`config.mk`:
```
export PLATFORM = sky130hd
export DESIGN_NAME = json_frame_receiver
export DESIGN_NICKNAME = d
export VERILOG_FILES = /design/src/rtl/json_frame_receiver.sv
export SDC_FILE = /design/constraint.sdc
export NUM_CORES = 1
export LEC_CHECK = 0
export BUFFER_PORTS_ARGS = -buffer_cell sky130_fd_sc_hd__clkbuf_2
export CELL_PAD_IN_SITES_DETAIL_PLACEMENT = 0
export CELL_PAD_IN_SITES_GLOBAL_PLACEMENT = 1
export CORE_AREA = 5 5 179 146
export DETAILED_ROUTE_END_ITERATION = 6
export DIE_AREA = 0 0 184 151
export MAX_ROUTING_LAYER = met4
export PLACE_DENSITY_LB_ADDON = 0.08
export SYNTH_ARGS = -nofsm -noshare
export SYNTH_HDL_FRONTEND = slang
export SYNTH_SLANG_ARGS = --single-unit
```
`constraint.sdc`:
```
create_clock -name clk -period 3.4 [get_ports clk]
set_clock_uncertainty 0.15 [all_clocks]
set_input_delay 0.34 -clock clk [delete_from_list [all_inputs] [get_ports clk]]
set_output_delay 0.34 -clock clk [all_outputs]
set_load 0.05 [all_outputs]
```
`src/rtl/json_frame_receiver.sv`:
```
// json_frame_receiver: UART byte receiver feeding a brace-depth framer that
// captures one complete JSON object ('{' .. matching '}') into a buffer and
// holds it until the consumer acknowledges it.
// Optional feature: define JSON_RX_TIMEOUT_EN to abort a frame that stalls
// in COLLECT for TIMEOUT_BITS bit-times with no new byte.
module json_frame_receiver #(
    parameter int unsigned CLKS_PER_BIT = 50_000_000 / 115_200,
    parameter int unsigned BITS_N       = 8,
    parameter int unsigned MAX_BYTES    = 32,
    parameter int unsigned TIMEOUT_BITS = 20
) (
    input  logic                             clk,
    input  logic                             rst_n,
    input  logic                             uart_in,
    output logic                             frame_valid,
    output logic [$clog2(MAX_BYTES+1)-1:0]   frame_len,
    input  logic                             frame_ack,
    input  logic [$clog2(MAX_BYTES)-1:0]     rd_addr,
    output logic [BITS_N-1:0]                rd_data,
    output logic                             err_framing,
    output logic                             err_overflow,
    output logic                             err_timeout
);

    localparam int unsigned LEN_W  = $clog2(MAX_BYTES + 1);
    localparam int unsigned ADDR_W = $clog2(MAX_BYTES);
    localparam int unsigned CNT_W  = $clog2(CLKS_PER_BIT);
    localparam int unsigned BIT_W  = (BITS_N > 1) ? $clog2(BITS_N) : 1;
    localparam int unsigned HALF   = CLKS_PER_BIT / 2;
    localparam logic [BITS_N-1:0] LBRACE = BITS_N'(8'h7B);
    localparam logic [BITS_N-1:0] RBRACE = BITS_N'(8'h7D);

    typedef enum logic [1:0] {RX_IDLE, RX_START, RX_DATA, RX_STOP} rx_state_t;
    typedef enum logic [1:0] {F_HUNT, F_COLLECT, F_HOLD} fr_state_t;

    // ---------------- synchronizer ----------------
    logic       r_sync1, r_sync2, r_prev;
    logic [1:0] r_flush;

    // Two-flop synchronizer; r_prev only tracks real line samples once the
    // reset value has flushed out, so a start needs the line seen high first.
    always_ff @(posedge clk or negedge rst_n) begin
        if (!rst_n) begin
            r_sync1 <= 1'b1;
            r_sync2 <= 1'b1;
            r_flush <= 2'b00;
            r_prev  <= 1'b0;
        end else begin
            r_sync1 <= uart_in;
            r_sync2 <= r_sync1;
            r_flush <= {r_flush[0], 1'b1};
            r_prev  <= r_flush[1] & r_sync2;
        end
    end

    // ---------------- UART receiver ----------------
    rx_state_t          r_rx_state, w_rx_state_n;
    logic [CNT_W-1:0]   r_clk_cnt, w_clk_cnt_n;
    logic [BIT_W-1:0]   r_bit_idx, w_bit_idx_n;
    logic [BITS_N-1:0]  r_shift, w_shift_n;
    logic               r_rx_valid, w_rx_valid_n;
    logic               r_rx_ferr, w_rx_ferr_n;

    // Receiver state register; byte strobes land one cycle after the stop sample.
    always_ff @(posedge clk or negedge rst_n) begin
        if (!rst_n) begin
            r_rx_state <= RX_IDLE;
            r_clk_cnt  <= '0;
            r_bit_idx  <= '0;
            r_shift    <= '0;
            r_rx_valid <= 1'b0;
            r_rx_ferr  <= 1'b0;
        end else begin
            r_rx_state <= w_rx_state_n;
            r_clk_cnt  <= w_clk_cnt_n;
            r_bit_idx  <= w_bit_idx_n;
            r_shift    <= w_shift_n;
            r_rx_valid <= w_rx_valid_n;
            r_rx_ferr  <= w_rx_ferr_n;
        end
    end

    // Receiver next-state: mid-bit sampling, LSB first, stop bit checked.
    always_comb begin
        w_rx_state_n = r_rx_state;
        w_clk_cnt_n  = r_clk_cnt + CNT_W'(1);
        w_bit_idx_n  = r_bit_idx;
        w_shift_n    = r_shift;
        w_rx_valid_n = 1'b0;
        w_rx_ferr_n  = 1'b0;
        case (r_rx_state)
            RX_IDLE: begin
                w_clk_cnt_n = '0;
                if (r_prev && !r_sync2) begin
                    w_rx_state_n = RX_START;
                end
            end
            RX_START: begin
                if (r_clk_cnt == CNT_W'(HALF - 1)) begin
                    w_clk_cnt_n = '0;
                    w_bit_idx_n = '0;
                    w_rx_state_n = r_sync2 ? RX_IDLE : RX_DATA;
                end
            end
            RX_DATA: begin
                if (r_clk_cnt == CNT_W'(CLKS_PER_BIT - 1)) begin
                    w_clk_cnt_n = '0;
                    w_shift_n   = {r_sync2, r_shift[BITS_N-1:1]};
                    if (r_bit_idx == BIT_W'(BITS_N - 1)) begin
                        w_rx_state_n = RX_STOP;
                    end else begin
                        w_bit_idx_n = r_bit_idx + BIT_W'(1);
                    end
                end
            end
            RX_STOP: begin
                if (r_clk_cnt == CNT_W'(CLKS_PER_BIT - 1)) begin
                    w_clk_cnt_n  = '0;
                    w_rx_state_n = RX_IDLE;
                    w_rx_valid_n = r_sync2;
                    w_rx_ferr_n  = ~r_sync2;
                end
            end
            default: w_rx_state_n = RX_IDLE;
        endcase
    end

    // ---------------- frame FSM ----------------
    fr_state_t          r_state, w_state_n;
    logic [3:0]         r_depth, w_depth_n;
    logic [LEN_W-1:0]   r_count, w_count_n;
    logic [LEN_W-1:0]   r_frame_len, w_frame_len_n;
    logic               r_frame_valid, w_frame_valid_n;
    logic               r_err_framing, w_err_framing_n;
    logic               r_err_overflow, w_err_overflow_n;
    logic               r_err_timeout, w_err_timeout_n;
    logic               w_we;
    logic [ADDR_W-1:0]  w_waddr;
    logic [BITS_N-1:0]  r_mem [MAX_BYTES];
    logic [BITS_N-1:0]  r_rd_data;

`ifdef JSON_RX_TIMEOUT_EN
    localparam int unsigned TOUT_CLKS = TIMEOUT_BITS * CLKS_PER_BIT;
    localparam int unsigned TOUT_W    = $clog2(TOUT_CLKS + 1);
    logic [TOUT_W-1:0] r_tout_cnt, w_tout_cnt_n;

    // Inter-byte timeout counter, only meaningful while collecting.
    always_ff @(posedge clk or negedge rst_n) begin
        if (!rst_n) begin
            r_tout_cnt <= '0;
        end else begin
            r_tout_cnt <= w_tout_cnt_n;
        end
    end
`endif

    // Frame state register and registered outputs.
    always_ff @(posedge clk or negedge rst_n) begin
        if (!rst_n) begin
            r_state        <= F_HUNT;
            r_depth        <= '0;
            r_count        <= '0;
            r_frame_len    <= '0;
            r_frame_valid  <= 1'b0;
            r_err_framing  <= 1'b0;
            r_err_overflow <= 1'b0;
            r_err_timeout  <= 1'b0;
        end else begin
            r_state        <= w_state_n;
            r_depth        <= w_depth_n;
            r_count        <= w_count_n;
            r_frame_len    <= w_frame_len_n;
            r_frame_valid  <= w_frame_valid_n;
            r_err_framing  <= w_err_framing_n;
            r_err_overflow <= w_err_overflow_n;
            r_err_timeout  <= w_err_timeout_n;
        end
    end

    // Frame next-state: hunt for '{', track brace depth, hold until ack.
    always_comb begin
        w_state_n        = r_state;
        w_depth_n        = r_depth;
        w_count_n        = r_count;
        w_frame_len_n    = r_frame_len;
        w_frame_valid_n  = r_frame_valid;
        w_err_framing_n  = 1'b0;
        w_err_overflow_n = 1'b0;
        w_err_timeout_n  = 1'b0;
        w_we             = 1'b0;
        w_waddr          = '0;
`ifdef JSON_RX_TIMEOUT_EN
        w_tout_cnt_n     = '0;
`endif
        if (r_rx_ferr) begin
            w_err_framing_n = 1'b1;
            if (r_state == F_COLLECT) begin
                w_state_n = F_HUNT;
                w_depth_n = '0;
            end
        end else begin
            case (r_state)
                F_HUNT: begin
                    if (r_rx_valid && r_shift == LBRACE) begin
                        w_we      = 1'b1;
                        w_waddr   = '0;
                        w_count_n = LEN_W'(1);
                        w_depth_n = 4'd1;
                        w_state_n = F_COLLECT;
                    end
                end
                F_COLLECT: begin
                    if (r_rx_valid) begin
                        if ((r_shift == LBRACE && r_depth == 4'hF) ||
                            r_count == LEN_W'(MAX_BYTES)) begin
                            w_err_overflow_n = 1'b1;
                            w_state_n        = F_HUNT;
                            w_depth_n        = '0;
                        end else begin
                            w_we      = 1'b1;
                            w_waddr   = ADDR_W'(r_count);
                            w_count_n = r_count + LEN_W'(1);
                            if (r_shift == LBRACE) begin
                                w_depth_n = r_depth + 4'd1;
                            end else if (r_shift == RBRACE) begin
                                w_depth_n = r_depth - 4'd1;
                                if (r_depth == 4'd1) begin
                                    w_frame_len_n   = r_count + LEN_W'(1);
                                    w_frame_valid_n = 1'b1;
                                    w_state_n       = F_HOLD;
                                end
                            end
                        end
                    end
`ifdef JSON_RX_TIMEOUT_EN
                    else if (r_tout_cnt == TOUT_W'(TOUT_CLKS - 1)) begin
                        w_err_timeout_n = 1'b1;
                        w_state_n       = F_HUNT;
                        w_depth_n       = '0;
                    end else begin
                        w_tout_cnt_n = r_tout_cnt + TOUT_W'(1);
                    end
`endif
                end
                F_HOLD: begin
                    if (frame_ack) begin
                        w_frame_valid_n = 1'b0;
                        w_state_n       = F_HUNT;
                        w_depth_n       = '0;
                    end
                end
                default: begin
                    w_state_n = F_HUNT;
                    w_depth_n = '0;
                end
            endcase
        end
    end

    // Frame buffer write port.
    always_ff @(posedge clk) begin
        if (w_we) begin
            r_mem[w_waddr] <= r_shift;
        end
    end

    // Registered buffer read port.
    always_ff @(posedge clk or negedge rst_n) begin
        if (!rst_n) begin
            r_rd_data <= '0;
        end else begin
            r_rd_data <= r_mem[rd_addr];
        end
    end

    assign frame_valid  = r_frame_valid;
    assign frame_len    = r_frame_len;
    assign rd_data      = r_rd_data;
    assign err_framing  = r_err_framing;
    assign err_overflow = r_err_overflow;
    assign err_timeout  = r_err_timeout;

endmodule

```
## Yosys cells after proc, flatten, opt, wreduce, memory -nomap -nowiden

Memory sizes are Yosys's and may differ from the RTL's. A register that Yosys moved wholly into a read port is not among the register bits.
Cells that the tools add are included.

- Memories kept: 1
- Register bits after elaboration: 50
- Input port bits: 9
- Memory bits (writable): 256
- Output and inout port bits: 18

- Add/subtract/negate cells: 5
- Eq/ne operators: 34
- Reduce and logical (&&, ||, !) cells: 20
- Muxes and demuxes: 64
- Bitwise operators: 5

Memory list:

| memory | depth | bits a word | rd ports | clocked after memory_dff | write ports | line | source |
|---|---|---|---|---|---|---|---|
| r_mem | 32 | 8 | 1 | 1 | 1 | 139 | `logic [BITS_N-1:0] r_mem [MAX_BYTES];` |

Operator list:

| cell | count |
|---|---|
| 4-bit 2-to-1 mux | 8 |
| 2-bit 2-to-1 mux | 15 |
| 9-bit one-hot mux with 3 select lines | 1 |
| 2-bit inequality test (second input constant) | 11 |
| 1-bit 2-to-1 mux | 21 |
| 5-bit 2-to-1 mux | 4 |
| 6-bit 2-to-1 mux | 3 |
| 9-bit 2-to-1 mux | 2 |
| 8-bit by 7-bit == test with 1-bit output (second input constant) | 2 |
| 5-bit AND reduction | 3 |
| 7-bit AND reduction | 2 |
| 4-bit one-hot mux with 3 select lines | 1 |
| 6-bit one-hot mux with 2 select lines | 1 |
| 9-bit by 1-bit adder with 9-bit output (second input constant) | 1 |
| 9-bit by 8-bit == test with 1-bit output (second input constant) | 1 |
| 9-bit == test (second input constant) | 1 |
| 3-bit 2-to-1 mux | 3 |
| 3-bit inequality test (second input constant) | 3 |
| 4-bit by 2-bit inequality test with 1-bit output (second input constant) | 2 |
| 2-bit one-hot mux with 4 select lines | 1 |
| 8-bit AND reduction | 1 |
| 6-bit by 1-bit adder with 6-bit output (second input constant) | 1 |
| 2-bit == test (second input constant) | 3 |
| 6-bit == test (second input constant) | 1 |
| other kinds (23) | 36 |

## Logic depth before layout (Yosys ltp)

Gate-level depths: netlist (run 1).

- Depth after elaboration: 9
- Gate-level depth with buffers: 8
- Mapped depth without buffers: 7

## Worst setup path after synthesis (run 1)

No wires, ideal clock.

- Path kind: reg2reg
- Start point: register r_shift[2]
- End point: memory r_mem[7][0], enable pin
- Library setup time: 0.395 ns
- Data arrival time: 2.295 ns
- Required time: 2.855 ns
- Stages on the path, launching flop included: 6
- Path slack: 0.561 ns
- Cell sequence: dfrtp_1 -> nand4bb_1 -> or3_4 -> nand2_1 -> buf_2 -> nor4_1

- Cells in the longest elaborated chain, start to end: 9
- Elaborated cells between the ends (all ways): 15
- Classes of those cells: 1 x eq/ne; 11 x mux; 3 x reduce/logical

Ends and longest elaborated chain:

| element | line | source |
|---|---|---|
| from (decl) | 60 | `logic [BITS_N-1:0] r_shift, w_shift_n;` |
| from (signal assigned) | 77 | `r_shift <= w_shift_n;` |
| 8-bit by 7-bit == test with 1-bit output (*) | 204, 214 |  |
| 1-bit logical AND | 214 | `if ((r_shift == LBRACE && r_depth == 4'hF) \|\|` |
| 1-bit logical OR | 214 |  |
| 1-bit 2-to-1 mux | 214 |  |
| 1-bit 2-to-1 mux | 213 | `if (r_rx_valid) begin` |
| 1-bit one-hot mux with 2 select lines | 202 | `case (r_state)` |
| 1-bit 2-to-1 mux | 195 | `if (r_rx_ferr) begin` |
| 1-bit 2-to-1 mux | 262 | `if (w_we) begin` |
| 1-bit 2-to-1 mux (implied by the code) | 263 | `r_mem[w_waddr] <= r_shift;` |
| to (decl) | 139 |  |

Mark *: on every way between the ends. The rest lies on a longest branch, timed or not.

## Worst setup path after layout (run 1)

- Start point: register r_count[3]
- End point: memory r_mem[8][0], enable pin

- Cells in the longest elaborated chain, start to end: 8
- Elaborated cells between the ends (all ways): 12
- Classes of those cells: 1 x eq/ne; 10 x mux; 1 x reduce/logical

Ends and longest elaborated chain:

| element | line | source |
|---|---|---|
| from (decl) | 131 | `logic [LEN_W-1:0] r_count, w_count_n;` |
| from (signal assigned) | 171 | `r_count <= w_count_n;` |
| 6-bit == test | 215 | `r_count == LEN_W'(MAX_BYTES)) begin` |
| 1-bit logical OR | 214 |  |
| 1-bit 2-to-1 mux | 214 |  |
| 1-bit 2-to-1 mux | 213 |  |
| 1-bit one-hot mux with 2 select lines | 202 |  |
| 1-bit 2-to-1 mux | 195 |  |
| 1-bit 2-to-1 mux | 262 |  |
| 1-bit 2-to-1 mux (implied by the code) | 263 |  |

Parallel ways exist; a longest one is shown, timed or not.

==> metrics.log, run 1 <==
INFO  metric via_per_inst = 5.991
INFO  metric vias_in_the_first_global_route = a little under 7,000
INFO  metric cts_made_buffers = 30
INFO  metric clkSinkCount = 314
INFO  metric clockRootBuffer = sky130_fd_sc_hd__clkbuf_16
INFO  metric finalCritPeriodShare = about 90%
INFO  metric track_usage = 21.18%
INFO  metric global_route_wire_length_before_repair = ~43,000 microns
INFO  metric mappedNetlistNets = 756
INFO  metric rsz0062_at_grt = no
INFO  metric holdCritPathClass = primary input to register
INFO  metric top_level_ports = 27
INFO  metric postRouteWirelength = 28,000 microns
INFO  metric antenna-diode-count = 0
INFO  metric syn-mean-instance-area = 17.42 sq um
INFO  metric timing.max_slew.rel_slack = between 20% and 30%
INFO  metric worstPathMaxFanout = 18
INFO  metric global_route.peak_usage_layer = met1
INFO  metric synth-seq-cells = between 300 and 400
INFO  metric cts_tree = built
INFO  metric grt_antenna_before_repair = 0
INFO  metric setup_total_negative_slack = 0 ns
INFO  metric multi_input_area = about 0.0034 sq mm
INFO  metric buffer_ports.inserted = 25
INFO  metric fill_cell_instance_count_of_the_final_layout = 1,833
INFO  metric grt_util_met3 = around 4.6%
INFO  metric critical_path.endpoint_type = register
INFO  metric critPathArrivalTime = slightly above 3 ns
INFO  metric synthDistinctLibCells = 60
INFO  metric area_growth = 11.72%
INFO  metric layout_common_cells = 256 x sky130_fd_sc_hd__edfxtp_1, 69 x sky130_fd_sc_hd__nor2_1, 56 x sky130_fd_sc_hd__mux4_2, 56 x sky130_fd_sc_hd__dfrtp_1, 36 x sky130_fd_sc_hd__mux2i_1
INFO  metric initial_core_util = between 50 and 60%
INFO  metric synth_top_flop_cell = sky130_fd_sc_hd__edfxtp_1
INFO  metric clk_pin_slew_worst_paths = 0.06 ns
INFO  metric row_count = 51
INFO  metric fmaxAchievable = 325.3 MHz
INFO  metric post_cts_buffers = 0
INFO  metric finalHoldViolCount = 0
INFO  metric sequential_cell_area_in_the_final_layout = 0.009141 sq mm
INFO  metric layout.cells.most_common = sky130_fd_sc_hd__edfxtp_1
INFO  metric netlist_instances = 737
INFO  metric post_dp_cell_area = 0.01339 sq mm
INFO  metric stdcell_area = 0.01435 sq mm
INFO  metric ys_async_sr_fraction = 18.47%
INFO  metric setup_viol = 0
INFO  metric final_layout_size_suffix_gt1_share = 22.11%
INFO  metric chipHeight = 151 microns
INFO  metric vias_after_detailed_routing = 6,782
INFO  metric max_cap_viol_count = 0
INFO  metric dp_hpwl = 18,490 microns
INFO  metric first_iter_violations = between 500 and 600
INFO  metric critical_path_required = 3.42 ns
INFO  metric worstSetupPathType = register to register
INFO  metric globalRouteMet2Util = 29.26%
INFO  metric clock_insertion_delay_worst_skew = 0.56 ns
INFO  metric global_route.usage.met1 = 33.14%
INFO  metric critPathLaunchType = register
INFO  metric post-route-min-period = a little over 3 ns
INFO  metric wl_per_cell = around 25 microns
INFO  metric powerDensity = approximately 540 mW/mm^2
INFO  metric run_status = finished, final reports clean
INFO  metric dr.pass1.iters = 5
INFO  metric pin_count_of_the_biggest_net_entering_global_routing = 37
INFO  metric max-clock-path-buffers = 3
INFO  metric synth-seq-area-share = 71.19%
INFO  metric p_leak = 4.301 nW
INFO  metric fin_util = about three fifths
INFO  metric report.final.slew_viol_count = 0
INFO  metric synthesis.yosys.warnings = 0
INFO  metric core_area = roughly 0.024 sq mm
INFO  metric die_area = 0.02778 sq mm
INFO  metric fp.dieW = 184 microns
INFO  metric h-tree-depth = 1
INFO  metric route.antenna.remaining_nets = 0
INFO  metric ir_drop = 0.3982 mV
INFO  metric grt_remaining_overflow = 0
INFO  metric synth_edf_count = roughly 260
INFO  metric max_slew.worst_pin.slew = between 1 and 1.5 ns
INFO  metric netlist_area = 0.01284 sq mm
INFO  metric drc = 0
INFO  metric place_congestion = 0.8744
INFO  metric layout.nets = 809
-- flip-flops by register name, summed over array words and instances, names as in the netlist, named ones only --
signal	cells
r_mem	256
r_clk_cnt	9
r_shift	8
rd_data	8
frame_len	6
r_count	6
r_depth	4
r_bit_idx	3
r_flush	2
r_state	2
err_framing	1
err_overflow	1
frame_valid	1
r_prev	1
r_rx_ferr	1
r_rx_state	1
r_rx_valid	1
r_sync1	1
r_sync2	1
-- worst max-delay path, cell delays in order (launching register included) --
cell                       delay [ns]
sky130_fd_sc_hd__dfrtp_1         0.78
sky130_fd_sc_hd__nor4b_4         0.12
sky130_fd_sc_hd__a21oi_1         0.32
sky130_fd_sc_hd__and2_1          0.39
sky130_fd_sc_hd__nand3b_2        0.28
sky130_fd_sc_hd__nor2_1          0.63
-- report_power, final --
group / leakage (nW) / switching [mW] / internal (mW) / total [mW]
Clock: 0.454 / 1.36 / 1.80 / 3.16
Sequential: 2.51 / 0.0632 / 4.16 / 4.22
Combinational: 1.34 / 0.178 / 0.118 / 0.296
Total: 4.30 / 1.60 / 6.07 / 7.68
-- Yosys cell counts, types with 9 or more instances --
master                       n  area share [%]
sky130_fd_sc_hd__nand3_1    13            0.51
sky130_fd_sc_hd__mux2_1     10            0.88
sky130_fd_sc_hd__nor2_1     69             2.0
sky130_fd_sc_hd__clkbuf_1   14            0.41
sky130_fd_sc_hd__o21ai_1     9            0.35
sky130_fd_sc_hd__a21oi_1    26             1.0
sky130_fd_sc_hd__ha_1       10            0.97
sky130_fd_sc_hd__dfrtp_1    56              11
sky130_fd_sc_hd__mux4_2     56             9.8
sky130_fd_sc_hd__nor4_1      9            0.44
sky130_fd_sc_hd__mux2i_1    36             2.8
sky130_fd_sc_hd__nand2_1    32            0.94
sky130_fd_sc_hd__buf_2      14            0.55
sky130_fd_sc_hd__edfxtp_1  256              60
-- stage by stage --
stage / setup WS, ns / total power, mW / hold WS, ns / std cells
global route: 0.1579 / 7.948 / 0.05070 / 1132
finish: 0.3262 / 7.680 / 0.02584 / 1132
CTS: 0.3812 / 7.749 / 0.0008706 / 1132
detailed placement: 0.4054 / 4.599 / 0.1893 / 1074
floorplan: 0.5607 / 4.514 / -0.1056 / 737
global placement: 0.5437 / 4.581 / 0.1821 / 1074
-- path summary, 6_finish.rpt --
check	cells after the start	endpoint	slack (ns)	start
setup / recovery	5	r_mem[8][0]	0.33	r_count[3]
hold / removal	3	frame_valid	0.03	frame_ack
setup reg to reg	5	r_mem[8][0]	0.33	r_count[3]
hold reg to reg	0	r_flush[1]	0.20	r_flush[0]
max in group asynchronous	3	r_sync2	1.95	rst_n
min in group asynchronous	2	r_rx_state[0]	0.20	rst_n
-- kinds of logic after synthesis --
logic type                 after synthesis  share of synthesized area [%]
muxes                                  103                          13.59
AOI/OAI and AO/OA                       79                          4.551
adders and majority gates               10                         0.9745
buffers and inverters                   47                          1.978
and+or+nand+nor                        169                          6.763
xor gates and xnor gates                13                         0.8868
other                                    2                        0.05849
DFF                                    314                          71.19
-- layer usage --
layer  wire (microns)  part of all wire [%]  up-vias
li1                 -                     -     3004
met1            13310                    48     3485
met2            12190                    44      257
met3             2095                   7.5       36
met4              404                   1.4        0
met5                0                     0        -
-- area by class of cell --
type | instances | area share [%]
Multi-Input combinational cell | 376 | 24.01
Sequential cell | 314 | 63.72
Timing Repair Buffer | 60 | 2.756
Clock buffer | 40 | 5.565
Clock inverter | 16 | 0.9594
Tap cell | 318 | 2.774
Inverter | 8 | 0.2093
-- timing repair --
action | 4_1_cts | 5_1_grt
endpoints found under the hold margin | 24 | 0
resized for setup | 0 | 0
hold buffers | 2 | 0
setup endpoints to repair | 0 | 0
Note: power is estimated with default switching activity, not from simulation.
==> run 2: changes to the inputs <==
Settings changed: CORE_AREA 5 5 179 146 to 5 5 147 177, DIE_AREA 0 0 184 151 to 0 0 152 182, RECOVER_POWER set to 25, SLEW_MARGIN set to 20.
==> run 2 against run 1 <==
  * The flow now finishes with violations (capacitance limit, slew limit)
  * First-iteration DRC count increased by 4.2%
  * Via count decreased by 1.3%
  * Die area decreased by 0.43%
  * Final area increased by 0.62%
  * Routed wire length decreased by 2.9%
  * Combinational power decreased by 4%
  * Register-to-register slack about the same
  * Final cell count increased by 0.44%
  * Sequential power about the same
  * Sequential share of layout area decreased by 0.39 points
  * Flip-flop and latch count unchanged
  * Count of clock-buffer cells in the layout decreased by 3
==> metrics.log, run 2 (synthesized netlist as in run 1, its figures left out) <==
INFO  metric run_status = finished, violations left
INFO  metric failing_checks = capacitance limit, slew limit
INFO  metric rsz0062_at_grt = no
INFO  metric max_cap_viol_count = 2
INFO  metric layout.cells.most_common = sky130_fd_sc_hd__edfxtp_1
INFO  metric powerDensity = around 540 mW/mm^2
INFO  metric via_per_inst = 5.887
INFO  metric route.antenna.remaining_nets = 0
INFO  metric antenna-diode-count = 0
INFO  metric vias_after_detailed_routing = 6,694
INFO  metric finalCritPeriodShare = 90.82%
INFO  metric critPathArrivalTime = 3.36 ns
INFO  metric buffer_ports.inserted = 25
INFO  metric h-tree-depth = 1
INFO  metric p_leak = 4.334 nW
INFO  metric timing.max_slew.rel_slack = -26.49%
INFO  metric area_growth = 12.41%
INFO  metric layout_common_cells = 256 x sky130_fd_sc_hd__edfxtp_1, 69 x sky130_fd_sc_hd__nor2_1, 56 x sky130_fd_sc_hd__mux4_2, 56 x sky130_fd_sc_hd__dfrtp_1, 36 x sky130_fd_sc_hd__mux2i_1
INFO  metric fp.dieW = 152 microns
INFO  metric fmaxAchievable = 323.8 MHz
INFO  metric die_area = 0.02766 sq mm
INFO  metric clkSinkCount = 314
INFO  metric setup_total_negative_slack = 0 ns
INFO  metric fill_cell_instance_count_of_the_final_layout = 1,864
INFO  metric layout.nets = 808
INFO  metric top_level_ports = 27
INFO  metric sequential_cell_area_in_the_final_layout = 0.009141 sq mm
INFO  metric critical_path.endpoint_type = register
INFO  metric dp_hpwl = 17,630 microns
INFO  metric global_route_wire_length_before_repair = 41,880 microns
INFO  metric postRouteWirelength = 27,190 microns
INFO  metric wl_per_cell = 23.91 microns
INFO  metric critPathLaunchType = register
INFO  metric clock_insertion_delay_worst_skew = around 0.54 ns
INFO  metric drc = 0
INFO  metric cts_made_buffers = 29
INFO  metric largest_register_ffs = 256
INFO  metric ir_drop = 0.4418 mV
INFO  metric place_congestion = 0.8508
INFO  metric worstSetupPathType = register to register
INFO  metric multi_input_area = 0.003451 sq mm
INFO  metric post-route-min-period = between 3 and 4 ns
INFO  metric report.final.slew_viol_count = 67
INFO  metric critical_path_required = 3.67 ns
INFO  metric top_regs = r_mem (256), r_clk_cnt (9)
INFO  metric pin_count_of_the_biggest_net_entering_global_routing = 42
INFO  metric core_area = 0.02428 sq mm
INFO  metric max_slew.worst_pin.slew = between 1.5 and 2 ns
INFO  metric holdCritPathClass = primary input to register
INFO  metric chipHeight = 182 microns
INFO  metric vias_in_the_first_global_route = 6,912
INFO  metric initial_core_util = 52.89%
INFO  metric finalHoldViolCount = 0
INFO  metric dp_slack = about 0.4 ns
INFO  metric worstPathMaxFanout = 35
INFO  metric final_layout_size_suffix_gt1_share = approximately 23%
INFO  metric grt_remaining_overflow = 0
INFO  metric first_iter_violations = 540
INFO  metric dr.pass1.iters = 5
INFO  metric totalPowerFinal = 7.806 mW
INFO  metric max-clock-path-buffers = 3
INFO  metric grt_antenna_before_repair = 0
INFO  metric clk_pin_slew_worst_paths = 0.06 ns
INFO  metric final.setup.worst_slack = roughly 0.31 ns
INFO  metric clockRootBuffer = sky130_fd_sc_hd__clkbuf_16
INFO  metric cts_tree = built
INFO  metric setup_viol = 0
INFO  metric row_count = 63
INFO  metric largest_register = r_mem
INFO  metric track_usage = 20.35%
[run 2: repair_timing]
action	CTS	global route
setup buffers	0	0
gates resized for setup	0	0
hold buffers	2	0
endpoints found under the hold margin	27	0
setup endpoints to repair	0	0
[run 2: critical path, cell delays in order, from the launching register on]
cell                       delay (ns)
sky130_fd_sc_hd__dfrtp_1         0.35
sky130_fd_sc_hd__clkbuf_1        1.36
sky130_fd_sc_hd__nor2b_1         0.13
sky130_fd_sc_hd__and4_1          0.32
sky130_fd_sc_hd__nand2_1         0.29
sky130_fd_sc_hd__mux2_2          0.38
[run 2: layer usage]
layer,GRT usage [%],vias to the layer above,share of wire [%]
met5,-,-,0
li1,-,2985,-
met1,25.84,3492,40
met4,5.396,0,2.5
met2,34.96,174,53
met3,2.789,43,4.7
[run 2: worst paths after layout]
check                      startpoint            to  slack (ns)  cells after the start
hold / removal              frame_ack   frame_valid        0.02                      3
hold reg to reg            r_flush[0]    r_flush[1]        0.20                      0
max in group asynchronous       rst_n  frame_len[3]        1.26                      3
setup / recovery           r_shift[7]  frame_len[1]        0.31                      5
min in group asynchronous       rst_n  r_clk_cnt[3]        0.69                      2
setup reg to reg           r_shift[7]  frame_len[1]        0.31                      5
[run 2: final cells by class]
type / instances / share of cell area (%)
Multi-Input combinational cell: 376 / 23.91
Tap cell: 325 / 2.817
Inverter: 8 / 0.2080
Sequential cell: 314 / 63.33
Clock inverter: 17 / 1.231
Timing Repair Buffer: 60 / 2.852
Clock buffer: 37 / 5.652
[run 2: where the power goes]
group	switching (mW)	total [mW]	leakage, nW	internal, mW
sequential	0.0640	4.22	2.51	4.16
combinational	0.168	0.284	1.34	0.116
clock	1.37	3.30	0.487	1.93
total	1.61	7.81	4.33	6.20
[run 2: per-stage QoR]
step	hold slack (ns)	util [%]	instances	cell area, sq um
final	0.01546	59.45	1137	14430
after floorplan	-0.1056	-	737	12840
after detailed placement	0.1881	55.31	1081	13430
after global placement	0.1885	55.31	1081	13430
after CTS	0.01758	59.49	1137	14440
after global routing	0.03688	59.45	1137	14430
==> run 3: changes to the inputs <==
Settings changed: PLACE_DENSITY_LB_ADDON 0.08 to 0.1.
==> run 3 against run 2 <==
  * The run now ends clean
  * Non-clock buffer count decreased by 7
  * Final cell count is 0.35% lower
  * Worst hold slack better by 0.019 ns
  * Worst setup slack better by 0.067 ns
  * Fmax is 2.2% higher
  * Flip-flop and latch count did not move
  * Power is 1.3% higher
  * Critical path type unchanged
  * Critical path depth increased by 1
  * Utilization is 0.067 points lower
==> metrics.log, run 3 (synthesized netlist as in run 1, its figures left out) <==
INFO  metric worstSetupPathType = register to register
INFO  metric setup_viol = 0
INFO  metric via_per_inst = 5.876
INFO  metric layout.nets = 803
INFO  metric max_slew.worst_pin.slew = approximately 1.4 ns
INFO  metric fp.dieW = 152 microns
INFO  metric max-clock-path-buffers = 3
INFO  metric antenna-diode-count = 0
INFO  metric seq_power_share = a little over half
INFO  metric chipHeight = ~180 microns
INFO  metric critPathArrivalTime = 3.06 ns
INFO  metric vias_after_detailed_routing = between 6,000 and 7,000
INFO  metric clkSinkCount = 314
INFO  metric drc = 0
INFO  metric report.final.slew_viol_count = 0
INFO  metric cts_made_buffers = 31
INFO  metric p_leak = ~4.3 nW
INFO  metric total_switching_power = 1.649 mW
INFO  metric timing.max_slew.rel_slack = 9.517%
INFO  metric vias_in_the_first_global_route = between 6,000 and 7,000
INFO  metric global_route_wire_length_before_repair = 42,030 microns
INFO  metric holdCritPathClass = primary input to register
INFO  metric top_regs = r_mem (256), r_clk_cnt (9)
INFO  metric route.antenna.remaining_nets = 0
INFO  metric row_count = 63
INFO  metric critPathLaunchType = register
INFO  metric clockRootBuffer = sky130_fd_sc_hd__clkbuf_16
INFO  metric power.clock.fraction = 42.9%
INFO  metric fmaxAchievable = 331.0 MHz
INFO  metric cts-resized-gates = 0
INFO  metric setup_total_negative_slack = 0 ns
INFO  metric ir_drop = between 0.3 and 0.4 mV
INFO  metric grt_antenna_before_repair = 0
INFO  metric critical_path.endpoint_type = register
INFO  metric postRouteWirelength = 27,050 microns
INFO  metric slowest_delay = 0.63 ns
INFO  metric pwr-share-comb = between 3 and 4%
INFO  metric critical_path_required = roughly 3.4 ns
INFO  metric top_level_ports = 27
INFO  metric pin_count_of_the_biggest_net_entering_global_routing = 51
INFO  metric wl_per_cell = between 20 and 25 microns
INFO  metric buffer_ports.inserted = 25
INFO  metric swShare = 20.86%
INFO  metric finalCritPeriodShare = 88.87%
INFO  metric place_congestion = 0.8368
INFO  metric cpMaxStageDelayCell = sky130_fd_sc_hd__nor2_1
INFO  metric rsz0062_at_grt = no
INFO  metric powerDensity = 548.4 mW/mm^2
INFO  metric largest_register_ffs = 256
INFO  metric core_area = 0.02428 sq mm
INFO  metric placed_cells_incl_taps = between 1,000 and 1,500
INFO  metric post_cts_buffers = 0
INFO  metric final_layout_size_suffix_gt1_share = 22.28%
INFO  metric area_growth = 12.29%
INFO  metric layout_common_cells = 256 x sky130_fd_sc_hd__edfxtp_1, 69 x sky130_fd_sc_hd__nor2_1, 56 x sky130_fd_sc_hd__mux4_2, 56 x sky130_fd_sc_hd__dfrtp_1, 36 x sky130_fd_sc_hd__mux2i_1
INFO  metric initial_core_util = 52.89%
INFO  metric cts.hold.buffers_added = 2
INFO  metric number_of_non_filler_instances_in_the_completed_layout = roughly 1,100
INFO  metric die_area = between 0.02 and 0.03 sq mm
INFO  metric cp.buffers_inverters = 1
INFO  metric h-tree-depth = 1
INFO  metric layout.cells.most_common = sky130_fd_sc_hd__edfxtp_1
INFO  metric max_cap_viol_count = 0
INFO  metric path_cells = inv_1 > ha_1 > a21oi_1 > and2_1 > nand3b_2 > nor2_1
INFO  metric post-route-min-period = 3.021 ns
INFO  metric power_internal = 6.258 mW
INFO  metric fin_worst_hold_slack = 0.03429 ns
INFO  metric cts_tree = built
INFO  metric largest_register = r_mem
INFO  metric dp_hpwl = between 15,000 and 20,000 microns
INFO  metric first_iter_violations = around 460
INFO  metric worstPathMaxFanout = 8
INFO  metric fin_util = between 50 and 60%
INFO  metric cell_class_contributing_the_biggest_share_of_worst_path_delay = simple AND/OR/NAND/NOR gates
INFO  metric clk_pin_slew_worst_paths = 0.06 ns
INFO  metric finalHoldViolCount = 0
INFO  metric fill_cell_instance_count_of_the_final_layout = 1,822
INFO  metric grt_remaining_overflow = 0
INFO  metric track_usage = 20.34%
INFO  metric dr.pass1.iters = 5
INFO  metric clock_insertion_delay_worst_skew = 0.55 ns
INFO  metric run_status = finished, final reports clean
[run 3: final timing paths]
check	end	slack [ns]	cells after the start	start
max in group asynchronous	r_sync1	1.65	3	rst_n
min in group asynchronous	r_clk_cnt[2]	0.48	2	rst_n
hold reg to reg	r_flush[1]	0.21	0	r_flush[0]
setup reg to reg	r_mem[9][6]	0.38	6	r_count[0]
hold / removal	frame_valid	0.03	3	frame_ack
setup / recovery	r_mem[9][6]	0.38	6	r_count[0]
[run 3: final cells by class]
type / count / area (sq um) / share of cell area [%]
Sequential cell: 314 / 9141 / 63.40
Clock inverter: 22 / 237.7 / 1.649
Tap cell: 325 / 406.6 / 2.820
Timing Repair Buffer: 53 / 366.6 / 2.543
Clock buffer: 35 / 790.8 / 5.485
Inverter: 8 / 30.03 / 0.2083
Multi-Input combinational cell: 376 / 3445 / 23.89
[run 3: stage by stage]
step / instance area [sq um] / worst slack [ns] / total power [mW]
2_1_floorplan: 12840 / 0.5607 / 4.514
4_1_cts: 14420 / 0.3988 / 7.985
3_3_place_gp: 13370 / 0.5972 / 4.587
5_1_grt: 14420 / 0.2557 / 8.174
3_5_place_dp: 13370 / 0.4012 / 4.598
6_report: 14420 / 0.3785 / 7.907
[run 3: tightest hold or removal path, delay by kind of cell]
family        cells  cell delay, ns
buf+inv           1            0.11
simple gates      2            0.24
[run 3: layer usage]
layer	part of all wire (%)	track usage, %	routed length (microns)	vias to the layer above
met1	42	27.57	11470	3445
met5	0	-	0	-
met2	50	32.86	13590	185
met3	4.9	2.908	1316	43
li1	-	-	-	2985
met4	2.5	5.612	670	0
[run 3: power groups by stage]
| stage | clock network (mW) | logic (mW) | registers [mW] |
|---|---|---|---|
| 2_1_floorplan | 0 | 0.202 | 4.31 |
| 4_1_cts | 3.46 | 0.300 | 4.22 |
| 5_1_grt | 3.62 | 0.324 | 4.23 |
| 6_report | 3.39 | 0.294 | 4.22 |
| 3_3_place_gp | 0 | 0.289 | 4.30 |
| 3_5_place_dp | 0 | 0.298 | 4.30 |
